==> src/rtl/rr_mux_arbiter.sv <==
// rtl/rr_mux_arbiter.sv - round-robin arbiter driving a shared-resource mux select
//
// Grants one of NUM_REQ requesters at a time and holds the grant until done,
// until the owner withdraws its request, or until HOLD_MAX cycles have elapsed.
//
// Ports:
//   clk      in   rising-edge clock
//   rst      in   synchronous active-high reset
//   req      in   [NUM_REQ] request vector, bit i = requester i
//   done     in   completion pulse for the current transaction
//   grant    out  [NUM_REQ] registered one-hot grant, zero when idle
//   sel      out  [SEL_W] registered binary index of the granted requester
//   busy     out  high while a grant is active
//   timeout  out  one-cycle pulse on forced release at HOLD_MAX
//   abort    out  one-cycle pulse on release because the owner dropped req

module rr_mux_arbiter #(
  parameter int NUM_REQ  = 4,
  parameter int SEL_W    = $clog2(NUM_REQ) + 1,
  parameter int HOLD_MAX = 8,
  parameter int CNT_W    = $clog2(HOLD_MAX) + 1
) (
  input  logic               clk,
  input  logic               rst,
  input  logic [NUM_REQ-1:0] req,
  input  logic               done,
  output logic [NUM_REQ-1:0] grant,
  output logic [SEL_W-1:0]   sel,
  output logic               busy,
  output logic               timeout,
  output logic               abort
);

  typedef enum logic {
    ST_IDLE = 1'b0,
    ST_BUSY = 1'b1
  } state_t;

  state_t             r_state;
  logic [SEL_W-1:0]   r_ptr;
  logic [CNT_W-1:0]   r_cnt;
  logic [NUM_REQ-1:0] r_grant;
  logic [SEL_W-1:0]   r_sel;
  logic               r_timeout;
  logic               r_abort;

  state_t             w_state_nxt;
  logic [SEL_W-1:0]   w_ptr_nxt;
  logic [CNT_W-1:0]   w_cnt_nxt;
  logic [NUM_REQ-1:0] w_grant_nxt;
  logic [SEL_W-1:0]   w_sel_nxt;
  logic               w_timeout_nxt;
  logic               w_abort_nxt;

  logic [NUM_REQ-1:0] w_mask_hi;
  logic [NUM_REQ-1:0] w_req_hi;
  logic [SEL_W-1:0]   w_hi_idx;
  logic [SEL_W-1:0]   w_lo_idx;
  logic [SEL_W-1:0]   w_win;
  logic [NUM_REQ-1:0] w_win_onehot;
  logic               w_owner_req;
  logic               w_hold_hit;
  logic [SEL_W-1:0]   w_ptr_adv;

  // Round-robin search: prefer the lowest set bit at or above ptr; if none,
  // wrap around and take the lowest set bit overall.
  always_comb begin
    w_mask_hi = '0;
    w_hi_idx  = '0;
    w_lo_idx  = '0;
    for (int j = 0; j < NUM_REQ; j++) begin
      w_mask_hi[j] = (SEL_W'(j) >= r_ptr);
    end
    w_req_hi = req & w_mask_hi;
    for (int j = NUM_REQ - 1; j >= 0; j--) begin
      if (w_req_hi[j]) w_hi_idx = SEL_W'(j);
      if (req[j])      w_lo_idx = SEL_W'(j);
    end
    w_win        = (|w_req_hi) ? w_hi_idx : w_lo_idx;
    w_win_onehot = {{(NUM_REQ-1){1'b0}}, 1'b1} << w_win;
  end

  // Owner still requesting: masking with the current one-hot grant avoids
  // indexing req by the wider select value.
  assign w_owner_req = |(req & r_grant);
  assign w_hold_hit  = (r_cnt == CNT_W'(HOLD_MAX - 1));
  assign w_ptr_adv   = (r_sel == SEL_W'(NUM_REQ - 1)) ? '0 : r_sel + SEL_W'(1);

  always_comb begin
    w_state_nxt   = r_state;
    w_ptr_nxt     = r_ptr;
    w_cnt_nxt     = r_cnt;
    w_grant_nxt   = r_grant;
    w_sel_nxt     = r_sel;
    w_timeout_nxt = 1'b0;
    w_abort_nxt   = 1'b0;
    case (r_state)
      ST_IDLE: begin
        if (|req) begin
          w_state_nxt = ST_BUSY;
          w_grant_nxt = w_win_onehot;
          w_sel_nxt   = w_win;
          w_cnt_nxt   = '0;
        end
      end
      ST_BUSY: begin
        if (done || !w_owner_req || w_hold_hit) begin
          // done outranks both abort and timeout when they coincide
          w_state_nxt   = ST_IDLE;
          w_grant_nxt   = '0;
          w_ptr_nxt     = w_ptr_adv;
          w_cnt_nxt     = '0;
          w_abort_nxt   = !done && !w_owner_req;
          w_timeout_nxt = !done && w_owner_req && w_hold_hit;
        end else begin
          w_cnt_nxt = r_cnt + CNT_W'(1);
        end
      end
      default: begin
        w_state_nxt = ST_IDLE;
        w_grant_nxt = '0;
      end
    endcase
  end

  always_ff @(posedge clk) begin
    if (rst) begin
      r_state   <= ST_IDLE;
      r_ptr     <= '0;
      r_cnt     <= '0;
      r_grant   <= '0;
      r_sel     <= '0;
      r_timeout <= 1'b0;
      r_abort   <= 1'b0;
    end else begin
      r_state   <= w_state_nxt;
      r_ptr     <= w_ptr_nxt;
      r_cnt     <= w_cnt_nxt;
      r_grant   <= w_grant_nxt;
      r_sel     <= w_sel_nxt;
      r_timeout <= w_timeout_nxt;
      r_abort   <= w_abort_nxt;
    end
  end

  assign grant   = r_grant;
  assign sel     = r_sel;
  assign busy    = (r_state == ST_BUSY);
  assign timeout = r_timeout;
  assign abort   = r_abort;

endmodule

==> config.mk <==
export PLATFORM = sky130hd
export DESIGN_NAME = rr_mux_arbiter
export DESIGN_NICKNAME = d
export VERILOG_FILES = /design/src/rtl/rr_mux_arbiter.sv
export SDC_FILE = /design/constraint.sdc
export NUM_CORES = 1
export LEC_CHECK = 0
export CORE_MARGIN = 2
export CORE_UTILIZATION = 40
export DETAILED_ROUTE_END_ITERATION = 10
export DONT_BUFFER_PORTS = 1
export PLACE_DENSITY = 0.58
export SLEW_MARGIN = 30
export SYNTH_ARGS = -nofsm -noshare
export SYNTH_HDL_FRONTEND = slang
export SYNTH_SLANG_ARGS = --single-unit
==> constraint.sdc <==
create_clock -name clk -period 1.61 [get_ports clk]
set_input_delay 0.0805 -clock clk [delete_from_list [all_inputs] [get_ports clk]]
set_output_delay 0.0805 -clock clk [all_outputs]
set_load 0.02 [all_outputs]
==> results.toml, run 1 <==
[power_and_ir_drop]
ir_drop_v = 0.000369
swShare_pct = 27.5
pwr-share-comb_pct = 18.5
clkPwrFrac_pct = 27.4
p_switching_uw = 211
p_leak_uw = 0.000338
powerDensity_nw_per_um2 = 863
seqPwrFrac_pct = 54.2
internal_power_uw = 555

[run]
maxCapViolCount = 0

[logic_synthesis]
async_flop_share_pct = 0
synth_top_family_by_area = "compound AO/OA/AOI/OAI gates"
synth_compound_area_share_pct = 25.5
synthSimpleGateAreaFrac_pct = 24.0
syn_nets = 89
syn_area_um2 = 786
synth-edff-count = 0
synth-seq-area-share_pct = 38.2
syn_inst = 80
synthAdderAreaFrac_pct = 3.18
synth_mux_area_share_pct = 5.25
avgSynthCellArea_um2 = 9.82
ys_ff_latch = 15
synth_ff_type = "dfxtp_1"
synth_top_area_share_pct = 38.2
yosys.area.top_type = "dfxtp_1"
synth-xor-area-share_pct = 0
yosysWarnings = 0
synth.distinct_cells = 38
yosys-top-cells-area = "dfxtp_1 38%, mux2i_1 3.8%, nor2_1 3.8%"

[global_routing]
grt_busiest_layer = "met2"
grtUsageMet1_pct = 19.6
grt_pass1_vias = 610
grt_max_degree = 11
grt-ovfl-total = 0
grt_pass1_wl_um = 2790
grt_usage_pct = 15.4
antenna_found_initial = 0
met3_usage_pct = 7.72
grt_use_met2_pct = 23.1

[cts]
path_clk_slew_ns = 0.08
root_buffer = "clkbuf_4"
ctsLongestPathBuffers = 2
cts_setup_buffers = 0
cts.sinks = 15
cts_tree = "done"
cts.htree.levels = 1
clk_latency_ns = 0.28
cts_inserted_buffers = 3

[sta]
fmax_mhz = 685
finalCritPeriodShare_pct = 90.7
final.setup.tns_ns = 0
finalSetupViolations = 0
slew_headroom_pct = 63.1
tightest_slew_ns = 0.549
slew_viol_final = 0
finalWorstSetupSlack_ns = 0.149
fin_worst_skew_ns = 0.000517
rsz0062_at_grt = "false"
fin_crit_ns = 1.46
whs_ns = 0.0150
hold_viol_final = 0

[worst_setup_path]
cpMaxStageDelayCell = "dfxtp_1"
crit_path_start_kind = "flop"
worstPathArrival_ns = 1.69
cp_slowest_stage_delay_ns = 0.34
crit_family = "compound AO/OA/AOI/OAI gates"
crit_chain = "ha_1 > and3b_2 > a211oi_4 > o21ba_2 > a32o_2"
crit_path_end_kind = "flop"
worstPathRequired_ns = 1.84
cp_num_buf_inv = 0
crit_fanout = 5
criticalPathCategory = "flop to flop"

[finish]
nFillCells = 196
layout-drive-gt1-share_pct = 25.8
nNetsFinal = 99
layout.cells.non_filler = 116
area_growth_pct = 12.9
mostFrequentLayoutCells = "15 x dfxtp_1, 8 x nor2_1, 7 x buf_4"
layout_commonest_cell = "dfxtp_1"
diodes = 0

[placed_design]
dp_slack_ns = 0.108
gp_congestion = 0.710
hpwl_um = 1130
io_buffer_count = 0
placed_cells = 111

[min_path]
worstHoldPathType = "input port to flop"

[route]
avgViaCountPerCell = 5.37
first_iter_violations = 7
wl_per_cell_um = 12.9
drt-pass1-iter-count = 4
num_vias = 623
postRouteAntennaNets = 0
drc = 0
wirelength_um = 1490

[floorplanning]
coreArea_um2 = 1900
die_area_um2 = 2330
io_pins = 17
die_w_um = 48.3
start_util_pct = 41.3
die_y_um = 48.3
row_count = 16

[run_status]
outcome = "completed"
==> metrics by stage <==
stage               cell area, µm²  total power (µW)  util (%)
floorplan                      786               530         -
detailed placement             850               561      44.7
global route                   887               818      46.6
global placement               850               560      44.7
finish                         887               766      46.6
CTS                            886               777      46.6
==> cells by family after synthesis <==
| kind of cell | count (synthesis) |
|---|---|
| adder cells (fa/ha/maj) | 2 |
| AO/OA/AOI/OAI | 23 |
| AND/OR/NAND/NOR | 31 |
| multiplexers | 4 |
| other | 1 |
| flip-flops | 15 |
| buffers and inverters | 4 |
==> synthesized netlist by cell type, types with 2 or more instances <==
cell       n
mux2i_1    3
a22oi_2    2
a21oi_1    4
nand2_1    3
nand3_1    2
nor3b_1    2
nand2b_1   3
a32o_2     2
dfxtp_1   15
ha_1       2
nor2_1     8
a32o_1     2
a31oi_1    3
nor3_1     5
==> state kept, by name, indices dropped and copies added, names as in the netlist <==
register and flops:
r_cnt 4, r_ptr 2, abort 1, grant 4, sel 2, busy 1, timeout 1
==> path summary, 6_finish.rpt <==
check,slack (ns),to,startpoint,cells after the start
worst max-delay path,0.15,grant[1],r_cnt[0],5
worst min-delay path,0.02,r_ptr[0],rst,2
worst min register to register,0.49,r_cnt[2],r_cnt[2],1
worst max register to register,0.15,grant[1],r_cnt[0],5
==> cell type report <==
cell class	count	area, µm²	area share, %
multi-input combinational	61	460	51.9
sequential	15	300	33.9
timing repair buffer	8	62.6	7.05
tap	27	33.8	3.81
clock buffer	4	26.3	2.96
inverter	1	3.75	0.423
==> power groups by stage <==
stage,combinational (µW),sequential (µW),clock [µW]
floorplan,98.8,431,0
global placement,137,423,0
detailed placement,138,423,0
CTS,143,415,219
global route,156,419,243
finish,142,415,209
==> per-layer routing <==
| metal | vias to the layer above | wire, µm |
|---|---|---|
| met5 | - | 0 |
| met4 | 0 | 13 |
| met3 | 2 | 118 |
| met2 | 13 | 643 |
| met1 | 294 | 719 |
| li1 | 314 | - |
==> worst register-to-register path, stage by stage (launching register included) <==
cell      delay (ns)
dfxtp_1         0.34
ha_1            0.22
and3b_2         0.23
a211oi_4        0.29
o21ba_2         0.21
a32o_2          0.12
==> what timing repair did <==
action / in CTS / in global routing
gates resized for setup: 0 / 1
hold buffers: 1 / 0
setup endpoints to repair: 0 / 1
endpoints found under the hold margin: 9 / 0
(Power assumes the default switching activity.)
==> run 2, diff against run 1 <==
Settings changed: ABC_AREA set to 1, PLACE_DENSITY 0.58 to not set, PLACE_DENSITY_LB_ADDON set to 0.12.
==> results.toml, run 2 <==
[route]
postRouteAntennaNets = 0
first_iter_violations = 11
num_vias = 711
wirelength_um = 1660
drc = 0
drt-pass1-iter-count = 4
wl_per_cell_um = 11.0
avgViaCountPerCell = 4.74

[global_routing]
grt-ovfl-total = 0
grt_usage_pct = 16.3
grt_max_degree = 10
grt_pass1_wl_um = 2930
grt_pass1_vias = 657
antenna_found_initial = 0

[logic_synthesis]
syn_area_um2 = 797
synth_mux_area_share_pct = 0
synth_compound_area_share_pct = 9.26
synth-seq-area-share_pct = 37.7
synth_top_area_share_pct = 37.7
synth-edff-count = 0
synthAdderAreaFrac_pct = 3.14
async_flop_share_pct = 0
synth-xor-area-share_pct = 1.10
synth.distinct_cells = 23
synth_ff_type = "dfxtp_1"
ys_ff_latch = 15
avgSynthCellArea_um2 = 6.99
synth_most_common_cell = "nand2_1"
syn_nets = 123
synth_common_cells = "37 x nand2_1, 15 x dfxtp_1, 11 x inv_1"
synth_top_family_by_area = "simple AND/OR/NAND/NOR gates"
syn_inst = 114
yosysWarnings = 0
yosys.area.top_type = "dfxtp_1"
synthSimpleGateAreaFrac_pct = 40.7
yosys-top-cells-area = "dfxtp_1 38%, nand2_1 17%, a21oi_1 6.3%"

[power_and_ir_drop]
p_switching_uw = 269
power.total_uw = 814
seqPwrFrac_pct = 51.2
p_leak_uw = 0.000390
swShare_pct = 33.0
pwr-share-comb_pct = 21.4
internal_power_uw = 546
ir_drop_v = 0.000413
powerDensity_nw_per_um2 = 901
clkPwrFrac_pct = 27.4

[cts]
clk_latency_ns = 0.29
ctsLongestPathBuffers = 2
path_clk_slew_ns = 0.09
cts_setup_buffers = 0
cts_inserted_buffers = 3
cts.repair.resized = 0
cts.sinks = 15
cts.htree.levels = 1
root_buffer = "clkbuf_4"
cts_tree = "done"

[finish]
layout_commonest_cell = "nand2_1"
mostFrequentLayoutCells = "37 x nand2_1, 15 x dfxtp_1, 11 x inv_1"
layout-drive-gt1-share_pct = 17.1
nFillCells = 217
area_growth_pct = 13.3
diodes = 0
nNetsFinal = 133

[placed_design]
gp_congestion = 0.834
io_buffer_count = 0
hpwl_um = 1290

[floorplanning]
die_area_um2 = 2370
coreArea_um2 = 1920
io_pins = 17
die_w_um = 48.6
start_util_pct = 41.5
row_count = 16
die_y_um = 48.6

[worst_setup_path]
crit_path_end_kind = "flop"
worstPathRequired_ns = 1.84
crit_chain = "ha_1 > nand3_1 > nand3_4 > nand2_4 > nor2_4 > inv_2 > nor3_2"
cp_slowest_stage_delay_ns = 0.38
cpMaxStageDelayCell = "dfxtp_1"
crit_path_start_kind = "flop"
criticalPathCategory = "flop to flop"
crit_fanout = 7
worstPathArrival_ns = 1.53

[sta]
slew_viol_final = 0
finalCritPeriodShare_pct = 81.0
final.setup.tns_ns = 0
rsz0062_at_grt = "false"
fin_worst_skew_ns = 0.00328
hold_viol_final = 0
finalSetupViolations = 0
fin_crit_ns = 1.30
fmax_mhz = 767

[run_status]
outcome = "completed"

[min_path]
worstHoldPathType = "input port to flop"

[run]
maxCapViolCount = 0
==> run 2: through the flow <==
step	instances	setup slack [ns]	instance area [µm²]	hold slack, ns	util, %
final	150	0.306	903	0.00602	47.0
after global routing	150	0.158	903	0.00312	47.0
after CTS	150	0.301	903	0.00184	47.0
after detailed placement	144	0.324	856	0.147	44.5
after global placement	144	0.359	856	0.145	44.5
after floorplan	114	0.414	797	0.149	-
==> run 2: cell families (layout without fill, tap and decap cells) <==
| kind of cell | after synthesis | after routing |
|---|---|---|
| buf+inv | 15 | 24 |
| flops | 15 | 15 |
| fa+ha+maj | 2 | 2 |
| xor+xnor | 1 | 1 |
| simple gates | 66 | 66 |
| compound gates | 14 | 14 |
| other cells | 1 | 1 |
==> run 2: power groups by stage <==
stage          Sequential, µW  Combinational (µW)  Clock, µW
6_report                  417                 174        223
5_1_grt                   421                 197        248
4_1_cts                   417                 175        234
3_5_place_dp              426                 166          0
3_3_place_gp              426                 166          0
2_1_floorplan             441                 114          0
==> run 2: what timing repair did <==
action	in CTS	in global routing
endpoints found under the setup margin	0	0
hold buffers	2	0
hold endpoints to repair	12	0
==> run 2: worst paths after layout <==
kind	cells after the start	end	start	slack, ns
max	7	timeout	r_cnt[0]	0.31
min	3	timeout	done	0.006
max reg2reg	7	timeout	r_cnt[0]	0.31
min reg2reg	2	r_cnt[3]	r_cnt[3]	0.47
==> run 2: worst max-delay path, delay by kind of cell (launching register included) <==
kind	cells	cell delay (ns)
flip-flops	1	0.38
buffers and inverters	1	0.06
adder cells (fa/ha/maj)	1	0.20
AND/OR/NAND/NOR	5	0.60
==> run 2: layer usage <==
metal  share of wire (%)  global-route usage [%]  up-vias
met5                   0                       0        -
met2                  41                    23.5       21
met1                  50                    21.5      307
met4                 2.9                    10.0        0
met3                 5.7                    4.32        5
li1                    -                       -      378
==> run 2: final cells by class <==
class / instances / area, µm² / share of cell area (%)
clock buffers: 3 / 22.5 / 2.49
clock inverters: 1 / 5.00 / 0.554
inverters: 13 / 48.8 / 5.40
multi-input cells: 84 / 435 / 48.2
flip-flops and latches: 15 / 300 / 33.2
well taps: 27 / 33.8 / 3.74
repair buffers: 7 / 57.6 / 6.37
